===== config.mk =====
export PLATFORM = sky130hd
export DESIGN_NAME = ssdec_scan
export DESIGN_NICKNAME = d
export VERILOG_FILES = /design/src/rtl/ssdec_scan.sv
export SDC_FILE = /design/constraint.sdc
export NUM_CORES = 1
export LEC_CHECK = 0
export CORE_UTILIZATION = 25
export CTS_BUF_LIST = sky130_fd_sc_hd__clkbuf_8
export CTS_CLUSTER_DIAMETER = 50
export DETAILED_ROUTE_END_ITERATION = 7
export GPL_ROUTABILITY_DRIVEN = 0
export PLACE_DENSITY = 0.4
export SLEW_MARGIN = 20
export SYNTH_ARGS = -nofsm -noshare
export SYNTH_HDL_FRONTEND = slang
export SYNTH_SLANG_ARGS = --single-unit

===== constraint.sdc =====
create_clock -name clk -period 2.5 [get_ports clk]
set_input_delay 0.75 -clock clk [delete_from_list [all_inputs] [get_ports clk]]
set_output_delay 0.75 -clock clk [all_outputs]
set_load 0.02 [all_outputs]

===== src/rtl/ssdec_scan.sv =====
// ssdec_scan: time-multiplexed seven-segment display driver.
//
// Holds an NDIGITS-wide hex value and shows it one digit at a time on
// common-segment displays. Each digit stays selected for SCAN_DIV cycles.
// The value is updated only at frame boundaries, so a frame never mixes old
// and new digits. Optional features: leading-zero suppression, per-digit
// blinking and per-digit decimal points.
//
// Ports:
//   clk         system clock, all state on the rising edge
//   n_rst       asynchronous active-low reset
//   value       hex nibbles, nibble i = value[4i+3:4i], digit 0 least significant
//   load        one-cycle strobe, captures value into the pending register
//   enable      0 blanks the outputs (seg=0, an=0); scanning keeps running
//   blank_lz    1 suppresses leading zeros (digit 0 is never suppressed)
//   blink_mask  bit i = 1: digit i blinks
//   dp          bit i = 1: decimal point lit on digit i
//   seg         {dp, g, f, e, d, c, b, a}, active-high, registered
//   an          one-hot active-high digit select, registered
//   frame_done  one-cycle pulse in the cycle after each frame wrap
//
// Load semantics: load has no ready. It is accepted on every rising edge
// where it is high. The last load in a frame wins. A load on the frame-wrap
// edge goes straight to the displayed value.
module ssdec_scan #(
  parameter int NDIGITS      = 4,
  parameter int SCAN_DIV     = 100,
  parameter int BLINK_FRAMES = 25
) (
  input  logic                   clk,
  input  logic                   n_rst,
  input  logic [4*NDIGITS-1:0]   value,
  input  logic                   load,
  input  logic                   enable,
  input  logic                   blank_lz,
  input  logic [NDIGITS-1:0]     blink_mask,
  input  logic [NDIGITS-1:0]     dp,
  output logic [7:0]             seg,
  output logic [NDIGITS-1:0]     an,
  output logic                   frame_done
);

  localparam int PRE_W = (SCAN_DIV > 1) ? $clog2(SCAN_DIV) : 1;
  localparam int IDX_W = (NDIGITS > 1) ? $clog2(NDIGITS) : 1;
  localparam int BLK_W = (BLINK_FRAMES > 1) ? $clog2(BLINK_FRAMES) : 1;

  localparam logic [PRE_W-1:0] PRE_LAST = PRE_W'(SCAN_DIV - 1);
  localparam logic [IDX_W-1:0] IDX_LAST = IDX_W'(NDIGITS - 1);
  localparam logic [BLK_W-1:0] BLK_LAST = BLK_W'(BLINK_FRAMES - 1);

  typedef enum logic {
    PH_ON  = 1'b0,
    PH_OFF = 1'b1
  } phase_t;

  logic [PRE_W-1:0]     prescaler;
  logic [IDX_W-1:0]     idx;
  logic [4*NDIGITS-1:0] pending;
  logic                 pend_v;
  logic [4*NDIGITS-1:0] active;
  logic [BLK_W-1:0]     blink_cnt;
  phase_t               phase;

  logic                 pre_wrap;
  logic                 frame_wrap;
  logic [3:0]           nib;
  logic [NDIGITS-1:0]   an_sel;
  logic [NDIGITS-1:0]   lz_vec;
  logic                 zero_above;
  logic                 lz_sel;
  logic                 blink_sel;
  logic                 dp_sel;
  logic                 digit_blank;
  logic [7:0]           seg_next;

  function automatic logic [6:0] glyph(input logic [3:0] n);
    logic [6:0] g;
    case (n)
      4'h0: g = 7'h3F;
      4'h1: g = 7'h06;
      4'h2: g = 7'h5B;
      4'h3: g = 7'h4F;
      4'h4: g = 7'h66;
      4'h5: g = 7'h6D;
      4'h6: g = 7'h7D;
      4'h7: g = 7'h07;
      4'h8: g = 7'h7F;
      4'h9: g = 7'h67;
      4'hA: g = 7'h77;
      4'hB: g = 7'h7C;
      4'hC: g = 7'h39;
      4'hD: g = 7'h5E;
      4'hE: g = 7'h79;
      default: g = 7'h71;
    endcase
    return g;
  endfunction

  always_comb begin
    pre_wrap   = (prescaler == PRE_LAST);
    frame_wrap = pre_wrap && (idx == IDX_LAST);

    // lz_vec[i] is set when nibbles i..NDIGITS-1 are all zero. The loop
    // stops at 1 so digit 0 always shows its value.
    zero_above = 1'b1;
    lz_vec     = '0;
    for (int i = NDIGITS - 1; i >= 1; i--) begin
      zero_above = zero_above && (active[4*i +: 4] == 4'h0);
      lz_vec[i]  = zero_above;
    end

    // Select the per-digit attributes of the digit currently scanned.
    nib       = 4'h0;
    an_sel    = '0;
    lz_sel    = 1'b0;
    blink_sel = 1'b0;
    dp_sel    = 1'b0;
    for (int i = 0; i < NDIGITS; i++) begin
      if (idx == IDX_W'(i)) begin
        nib       = active[4*i +: 4];
        an_sel[i] = 1'b1;
        lz_sel    = lz_vec[i];
        blink_sel = blink_mask[i];
        dp_sel    = dp[i];
      end
    end

    digit_blank = (blank_lz && lz_sel) || ((phase == PH_OFF) && blink_sel);
    seg_next    = digit_blank ? 8'h00 : {dp_sel, glyph(nib)};
  end

  always_ff @(posedge clk or negedge n_rst) begin
    if (!n_rst) begin
      prescaler  <= '0;
      idx        <= '0;
      pending    <= '0;
      pend_v     <= 1'b0;
      active     <= '0;
      blink_cnt  <= '0;
      phase      <= PH_ON;
      seg        <= 8'h00;
      an         <= '0;
      frame_done <= 1'b0;
    end else begin
      // Scan position
      if (pre_wrap) begin
        prescaler <= '0;
        idx       <= (idx == IDX_LAST) ? '0 : idx + 1'b1;
      end else begin
        prescaler <= prescaler + 1'b1;
      end

      // Value path: the display value changes only at a frame wrap.
      if (load) begin
        pending <= value;
        if (frame_wrap) begin
          active <= value;
          pend_v <= 1'b0;
        end else begin
          pend_v <= 1'b1;
        end
      end else if (frame_wrap && pend_v) begin
        active <= pending;
        pend_v <= 1'b0;
      end

      // Blink phase advances once per frame.
      if (frame_wrap) begin
        if (blink_cnt == BLK_LAST) begin
          blink_cnt <= '0;
          phase     <= (phase == PH_ON) ? PH_OFF : PH_ON;
        end else begin
          blink_cnt <= blink_cnt + 1'b1;
        end
      end

      // Registered outputs, one cycle behind the scan state.
      if (enable) begin
        seg <= seg_next;
        an  <= an_sel;
      end else begin
        seg <= 8'h00;
        an  <= '0;
      end
      frame_done <= frame_wrap;
    end
  end

endmodule


# Word-level counts from Yosys, hierarchy flattened
# Memories as Yosys holds them, arrays and structs flattened.
# Cells that the tools add are included.
[op_classes]
add_sub_neg = 3
multipliers = 0
n_div = 0
order_cmp = 0
eq_ne = 6
shift = 0
mux = 32
bitwise = 0
reduce_logical = 14
[ops]
columns = ["cell", "count"]
rows = [
  ["two-way mux 16 bit", 3],
  ["two-way mux 4 bit", 5],
  ["two-way mux 1 bit", 19],
  ["two-way mux 8 bit", 2],
  ["logical NOT 4 bit", 3],
  ["adder 7 x 1 -> 7 bit (second input constant)", 1],
  ["== test 7 bit (second input constant)", 1],
  ["two-way mux 7 bit", 1],
  ["logical AND 1 bit", 6],
  ["adder 5 x 1 -> 5 bit (second input constant)", 1],
  ["== test 5 bit (second input constant)", 1],
  ["two-way mux 5 bit", 1],
  ["== test 2 bit (second input constant)", 2],
  ["AND reduction 2 bit", 2],
  ["adder 2 x 1 -> 2 bit (second input constant)", 1],
  ["== test 2 x 1 -> 1 bit (second input constant)", 1],
  ["logical NOT 2 bit", 1],
  ["two-way mux 2 bit", 1],
  ["inequality test 2 x 1 -> 1 bit (second input constant)", 1],
  ["nonzero test 2 bit", 1],
  ["logical OR 1 bit", 1],
]
[word_totals]
reg_bits = 61
latchBits = 0
mem_bits_rw = 0
romBits = 112
inputBits = 29
out_inout_bits = 13
word_cells = 66
memories = 1
[mem_list]
columns = ["memory", "words", "width", "rd", "rd_ports_with_merged_regs", "write_ports", "line_no", "source"]
rows = [
  ["(name not given)", 16, 7, 1, 0, 0, "78", "case (n)"],
]

# Depth between registers and ports, before layout
# Gate-level depths: netlist of the first run.
[depth]
ltp_word = 10
depth_mapped = 12
depth_no_buf = 10

# Worst setup path before layout of the first run
# Ideal clock, no wire load.
[synth_path]
path_type = "register to register"
start = "register idx[0]"
end = "register seg[3]"
setup_time_ns = 0.133
t_arrival_ns = 2.120
required_time_ns = 2.367
path_slack_ns = 0.247
path_stages_with_launch = 12
n_path_buf = 2
synth_period_minus_slack_ns = 2.253
cell_sequence = "dfrtp_1 inv_1 ha_1 buf_2 nor2_1 o211ai_1 and2_0 clkbuf_1 ha_1 xnor2_1 a2bb2oi_1 a21oi_1"
[synth_via]
elab_chain_len = 9
word_cells_on_any_way = 21
classes_between = "3 x eq/ne; 13 x mux; 4 x reduce/logical; 1 x memory"
[synth_rtl]
columns = ["item", "line_no", "source"]
rows = [
  ["start: declaration", "57", "logic [IDX_W-1:0] idx;"],
  ["start signal: assignment", "148", "idx <= (idx == IDX_LAST) ? '0 : idx + 1'b1;"],
  ["parallel branches: the longest is 7 deep, another holds memory read (16 x 7 bit)", "-", ""],
  ["two-way mux 8 bit (*)", "129", "seg_next = digit_blank ? 8'h00 : {dp_sel, glyph(nib)};"],
  ["two-way mux 8 bit (*)", "178", "if (enable) begin"],
  ["end signal: assignment", "179", "seg <= seg_next;"],
  ["end: declaration", "38", "output logic [7:0] seg,"],
]
# Mark *: on every way between the ends.
# A chain may end at the register's enable or synchronous reset.

# Final worst setup path of the first run
[layout_path]
start = "register idx[0]"
end = "register seg[6]"
# Same word-level chain as after synthesis.

==> results of run 1 <==
==> state kept, by name (all words and copies together), names as in the netlist <==
| register | cells |
|---|---|
| pend_v | 1 |
| an | 4 |
| frame_done | 1 |
| seg | 8 |
| phase | 1 |
| active | 16 |
| prescaler | 7 |
| pending | 16 |
| blink_cnt | 5 |
| idx | 2 |
==> per-stage QoR <==
| step | util (%) | area, sq um | cells |
|---|---|---|---|
| 5_1_grt | 33.8 | 3730 | 438 |
| 3_3_place_gp | 32.0 | 3530 | 423 |
| 2_1_floorplan | - | 2880 | 240 |
| 3_5_place_dp | 32.0 | 3530 | 423 |
| 4_1_cts | 33.8 | 3730 | 438 |
| 6_report | 33.8 | 3730 | 438 |
==> per-layer routing <==
metal,vias to the layer above,part of all wire (%)
li1,981,-
met1,937,51
met2,40,42
met3,10,5.4
met4,0,2.1
met5,-,0
==> worst max-delay path: stages (launching register included) <==
cell,delay [ns]
dfrtp_1,0.40
inv_1,0.12
ha_1,0.28
nor2b_1,0.26
a22oi_1,0.10
a21oi_1,0.40
buf_4,0.24
nor4b_1,0.24
nor4_1,0.09
==> path summary, 6_finish.rpt <==
check / startpoint / to / slack [ns]
setup / recovery: idx[0] / seg[6] / 0.23
hold / removal: n_rst / blink_cnt[2] / 0.40
setup reg to reg: idx[0] / seg[6] / 0.23
hold reg to reg: phase / phase / 0.49
max in group asynchronous: n_rst / seg[2] / 1.82
min in group clk: phase / phase / 0.49
==> repair_timing <==
item | in CTS | in global routing
buffers inserted | 0 | 0
resized for setup | 0 | 2
hold buffers | 0 | 0
setup endpoints to repair | 0 | 4
endpoints found under the hold margin | 0 | 0
==> report_power, final <==
| group | leakage, nW | internal [mW] | switching (mW) |
|---|---|---|---|
| clock network | 0.101 | 0.506 | 0.393 |
| logic | 0.702 | 0.0825 | 0.0622 |
| registers | 0.774 | 1.02 | 0.00711 |
| total | 1.58 | 1.61 | 0.463 |
==> cells in the final DEF (no fill, tap or decap), types with 2 or more instances in the layout <==
master           netlist  final
and2_1                 6      7
dfrtp_1               61     61
nor2_1                12     12
buf_12                 0      3
xnor2_1                6      6
clkdlybuf4s50_1        0     40
a311oi_1               2      2
a221oi_1               3      3
inv_1                 11     11
o22ai_1                2      2
nand2b_1               2      2
buf_4                  2      8
a31oi_1                2      2
mux2_2                23     23
a21oi_1                8      8
nand3b_1               3      3
nor3_1                 6      6
clkinv_2               0      2
ha_1                   9      8
nor3b_1                4      4
nor4_1                 5      5
o21ai_0                8      8
nand2_1               12     12
clkbuf_8               0     11
nor2b_1                4      4
nand3_1                8      8
or3_4                  2      2
a211oi_1               3      3
mux2_4                 8      8
o211ai_1               3      3
==> area by class of cell <==
class	instances	area [sq um]
timing repair buffer	52	526
inverter	12	50.0
fill	1147	7300
clock buffer	11	151
sequential	61	1530
tap	140	175
clock inverter	4	47.5
multi-input combinational	158	1250
==> cell families after synthesis <==
| kind of cell | Yosys count | share of synthesized area [%] |
|---|---|---|
| buf+inv | 21 | 3.61 |
| simple gates | 69 | 13.0 |
| compound gates | 42 | 11.2 |
| flops | 61 | 53.0 |
| fa+ha+maj | 9 | 3.91 |
| xor+xnor | 7 | 2.13 |
| mux | 31 | 13.2 |
==> summary.md, run 1 <==
| Metric | Value |
|---|---|
| HPWL Detailed | 4.30 mm |
| PortBufs | 41 |
| Routed WL | 6.16 mm |
| Setup WS pre-CTS | 0.0873 ns |
| Worst r2r path cells | 8 |
| Top cell type's share of synthesized area | 53.0% |
| Hold crit path type | input pin to asynchronous set/reset pin |
| Leak | 1.58 nW |
| WS Path Type | flip-flop to flip-flop |
| FFs w/ async S/R, synth | 100% |
| Reg clk slew, reported paths | 0.07 ns |
| CTS Buf Count | 9 |
| Root buffer cell | clkbuf_8 |
| FF+latch count, synth | 61 |
| Fin Hold WS | 0.404 ns |
| EDFF count, synth | 0 |
| CP startpoint kind | flip-flop |
| WP data arrival | 2.48 ns |
| Peak supply drop | 0.254 mV |
| GRT Overall Usage | 11.8% |
| Htree depth | 3 |
| Rel. slew slack | 66.6% |
| Met1 Use GR | 16.1% |
| Post-synth top cells | 61 x dfrtp_1, 23 x mux2_2, 12 x nand2_1, 12 x nor2_1, 11 x inv_1 |
| Final setup viols | 0 |
| Tcrit/Tclk final | 91.0% |
| Max Slew Vio Count | 0 |
| CTS tree | yes |
| Growth of design area from synthesis to finish | 29.5% |
| Fin worst setup slack | 0.226 ns |
| Drt wl/cell | 14.1 um |
| Vert. Die Dim | 109 um |
| Fin. Hold Viols | 0 |
| Status | finished, final reports clean |
| Count leader, synth | dfrtp_1 |
| TritonRoute pass-1 iters | 4 |
| Met3 Track Usage GR | 3.68% |
| Slew at the pin with the worst max-slew slack | 0.499 ns |
| Top FF cell, synth | dfrtp_1 |
| Global-route wire length before repair | 10.3 mm |
| Fin nets | 332 |
| Vias in the first global route | 2,013 |
| Met2 Use GR | 16.9% |
| Syn. warnings | 0 |
| Setup TNS | 0 ns |
| Vias | 1,968 |
| Rows | 38 |
| Core ar. | 11,000 sq um |
| GRT Max-Usage Layer | met2 |
| Iteration-0 DRC Markers | 81 |
| Vias/cell | 4.49 |
| CP Capture Type | flip-flop |
| Final Critical Period | 2.27 ns |
| Unrepaired setup endpoints after global routing | false |
| Worst skew pair latency | 0.35 ns |
| Largest net degree at the start of global routing | 62 |
| ANT nets after route | 0 |
| Syn_nets | 278 |
| Top cells by area in the synthesized netlist | dfrtp_1 53%, mux2_2 9.0%, mux2_4 4.2% |
| WP data required | 2.71 ns |
| Syn avg cell area | 12.0 sq um |
| Die footprint | 12,000 sq um |
| # IOs | 42 |
| Largest area contributor in the netlist | dfrtp_1 |
| Highest Clock Rate | 440 MHz |
| Final Skew | 0.0105 ns |
| CTS Buffer Depth | 2 |
| CP Max Fanout | 9 |
| Max_cap viols | 0 |
| Ratio of cells with drive above 1 in the final layout | 21.8% |
| Design Power | 2.07 mW |
| PwrDens | 555 nW/um^2 |
| Syn Inst Count | 240 |
| Gr ovfl total | 0 |
| Starting Density | 26.1% |
| Mapped cell area | 2880 sq um |
| Die width | 109 um |
| DRC | 0 |
| Initial antenna violation count | 0 |
| Sequential area share after synthesis | 53.0% |
| Synth cell types | 48 |
| CTS sink count | 61 |
| # diodes | 0 |
No activity file was read; power rests on OpenSTA's default activity.
==> run 2, diff against run 1 <==
Settings changed: MAX_ROUTING_LAYER from default to met4.
Clock period 2.5 ns to 2.8 ns, I/O delays scaled along.
==> summary.md, run 2 (synthesis gave the netlist of run 1 again) <==
| Metric | Value |
|---|---|
| Status | finished, final reports clean |
| Die width | 109 um (unchanged) |
| TritonRoute pass-1 iters | 4 (unchanged) |
| FILL cells | 1,173 (+2.3%) |
| Reg clk slew, reported paths | 0.07 ns (about the same) |
| DRC | 0 (unchanged) |
| WP data arrival | 2.58 ns (+0.10 ns) |
| Leak | 1.56 nW (-1.1%) |
| Routed WL | 6.13 mm (-0.55%) |
| Final core utilization | 33.5% (-0.27 points) |
| Starting Density | 26.1% (unchanged) |
| Slew at the pin with the worst max-slew slack | 0.537 ns (+0.0374 ns) |
| Worst skew pair latency | 0.33 ns (-0.02 ns) |
| Htree depth | 3 (unchanged) |
| Max stage delay on crit path | 0.40 ns (about the same) |
| WP data required | 3.00 ns (+0.29 ns) |
| Reg2reg start | idx[0] |
| Vias | 1,957 (-0.56%) |
| Clock power frac | 42.9% (-0.5 points) |
| R2r endpoint | seg[0] |
| Design Power | 1.83 mW (-11%) |
| CP Capture Type | flip-flop |
| Highest Clock Rate | 420 MHz (-4.5%) |
| CP startpoint kind | flip-flop |
| Final Skew | 0.0118 ns (+0.00125 ns) |
| Hold crit path type | input pin to asynchronous set/reset pin |
| Rel. slew slack | 64.1% (-2.5 points) |
| CTS tree | yes |
| Initial antenna violation count | 0 (unchanged) |
| CP max-delay cell | dfrtp_1 |
| ANT nets after route | 0 (unchanged) |
| Tcrit/Tclk final | 85.0% (-5.9 points) |
| Sequential share of power | 49.9% (+0.3 points) |
| FF/Latch Area | 1530 sq um (unchanged) |
| Setup TNS | 0 ns (unchanged) |
| CP Max Fanout | 15 (+6) |
| CTS hold repair buffers | 0 (unchanged) |
| CTS sink count | 61 (unchanged) |
| Logic pwr share | 7.2% (+0.2 points) |
| Vias/cell | 4.49 (-0.10%) |
| Iteration-0 DRC Markers | 74 (-8.6%) |
| WS Path Type | flip-flop to flip-flop |
| PwrDens | 496 nW/um^2 (-11%) |
| Worst path buffer plus inverter count | 2 (unchanged) |
| Most frequent cells in the layout | 61 x dfrtp_1, 40 x clkdlybuf4s50_1, 23 x mux2_2 |
| HPWL Detailed | 4.47 mm (+3.9%) |
| CTS resizes | 0 (unchanged) |
| CP cell instances | inv_1 -> ha_1 -> nor2b_1 -> a22oi_1 -> a21oi_1 -> buf_4 -> nor4_1 -> a2111oi_1 |
| Global-route wire length before repair | 10.0 mm (-3.0%) |
| Final Critical Period | 2.38 ns (+0.106 ns) |
| Vert. Die Dim | 109 um (unchanged) |
| Rows | 38 (unchanged) |
| CTS Buf Count | 9 (unchanged) |
| Sw Share | 21.8% (-0.58 points) |
| CTS Buffer Depth | 2 (unchanged) |
| Area of the multi-input gates | 1250 sq um (-0.20%) |
| Vias in the first global route | 1,940 (-3.6%) |
| Worst r2r path cells | 8 (unchanged) |
| Growth of design area from synthesis to finish | 28.4% |
| R2R Setup Slk | 0.42 ns (+0.19 ns) |
| Max Slew Vio Count | 0 (unchanged) |
| Fin. Hold Viols | 0 (unchanged) |
| P_sw | 0.400 mW (-14%) |
| Largest delay share family, worst path | compound AO/OA/AOI/OAI gates |
| Gr ovfl total | 0 (unchanged) |
| Commonest non-fill, non-tap cell in the layout | dfrtp_1 |
| GRT Overall Usage | 11.6% (-0.14 points) |
| Unrepaired setup endpoints after global routing | false |
| Ratio of cells with drive above 1 in the final layout | 20.9% (-0.87 points) |
| Drt wl/cell | 14.1 um (about the same) |
| Fin Hold WS | 0.446 ns (+0.0425 ns) |
| Largest net degree at the start of global routing | 32 (-48%) |
| Setup bufs post-CTS | 0 (unchanged) |
| Die footprint | 12,000 sq um (unchanged) |
| Biggest regs | active: 16 flops, pending: 16 flops, seg: 8 flops |
| Fin nets | 330 (-0.60%) |
| Max_cap viols | 0 (unchanged) |
| Final setup viols | 0 (unchanged) |
| Peak supply drop | 0.205 mV (-19%) |
| PortBufs | 41 (unchanged) |
| # IOs | 42 (unchanged) |
| P_int | 1.44 mW (-11%) |
| Core ar. | 11,000 sq um (unchanged) |
| Root buffer cell | clkbuf_8 |
| WP depth | 8 (unchanged) |
| # diodes | 0 (unchanged) |
run 2: final cells by class:
type	instances	share of cell area, %
flip-flops and latches	61	41.3
multi-input cells	158	33.8
repair buffers	50	13.5
well taps	140	4.74
clock buffers	11	4.09
inverters	12	1.35
clock inverters	4	1.29
run 2: worst max-delay path by stage:
| stage | startpoint | to | slack [ns] |
|---|---|---|---|
| after detailed placement | blink_mask[1] | seg[0] | 0.26 |
| after floorplan | idx[0] | seg[3] | 0.55 |
| after global placement | blink_mask[1] | seg[0] | 0.36 |
| after global routing | idx[0] | seg[3] | 0.18 |
| after CTS | idx[0] | seg[0] | 0.38 |
| final | idx[0] | seg[0] | 0.42 |
run 2: metrics by stage:
step / cells / area [sq um] / worst slack, ns
after global routing: 436 / 3700 / 0.179
after floorplan: 240 / 2880 / 0.547
final: 436 / 3700 / 0.419
after detailed placement: 421 / 3500 / 0.260
after CTS: 436 / 3700 / 0.378
after global placement: 421 / 3500 / 0.363
run 2: worst register-to-register path: stages, from the launching register on:
cell,delay [ns]
dfrtp_1,0.40
inv_1,0.13
ha_1,0.30
nor2b_1,0.29
a22oi_1,0.11
a21oi_1,0.31
buf_4,0.26
nor4_1,0.08
a2111oi_1,0.40
run 2: layer usage:
metal  GRT usage [%]  wire, um  vias to the layer above
met5               -         0                        -
met2            16.4      2590                       38
met3            3.38       271                        6
met1            15.7      3190                      948
li1                -         -                      965
met4            4.29        70                        0
run 2: power groups by stage:
| stage | sequential [mW] | clock, mW | combinational [mW] |
|---|---|---|---|
| 4_1_cts | 0.916 | 0.823 | 0.136 |
| 6_report | 0.916 | 0.788 | 0.131 |
| 3_5_place_dp | 0.933 | 0 | 0.135 |
| 2_1_floorplan | 0.939 | 0 | 0.0407 |
| 3_3_place_gp | 0.932 | 0 | 0.136 |
| 5_1_grt | 0.918 | 0.869 | 0.146 |
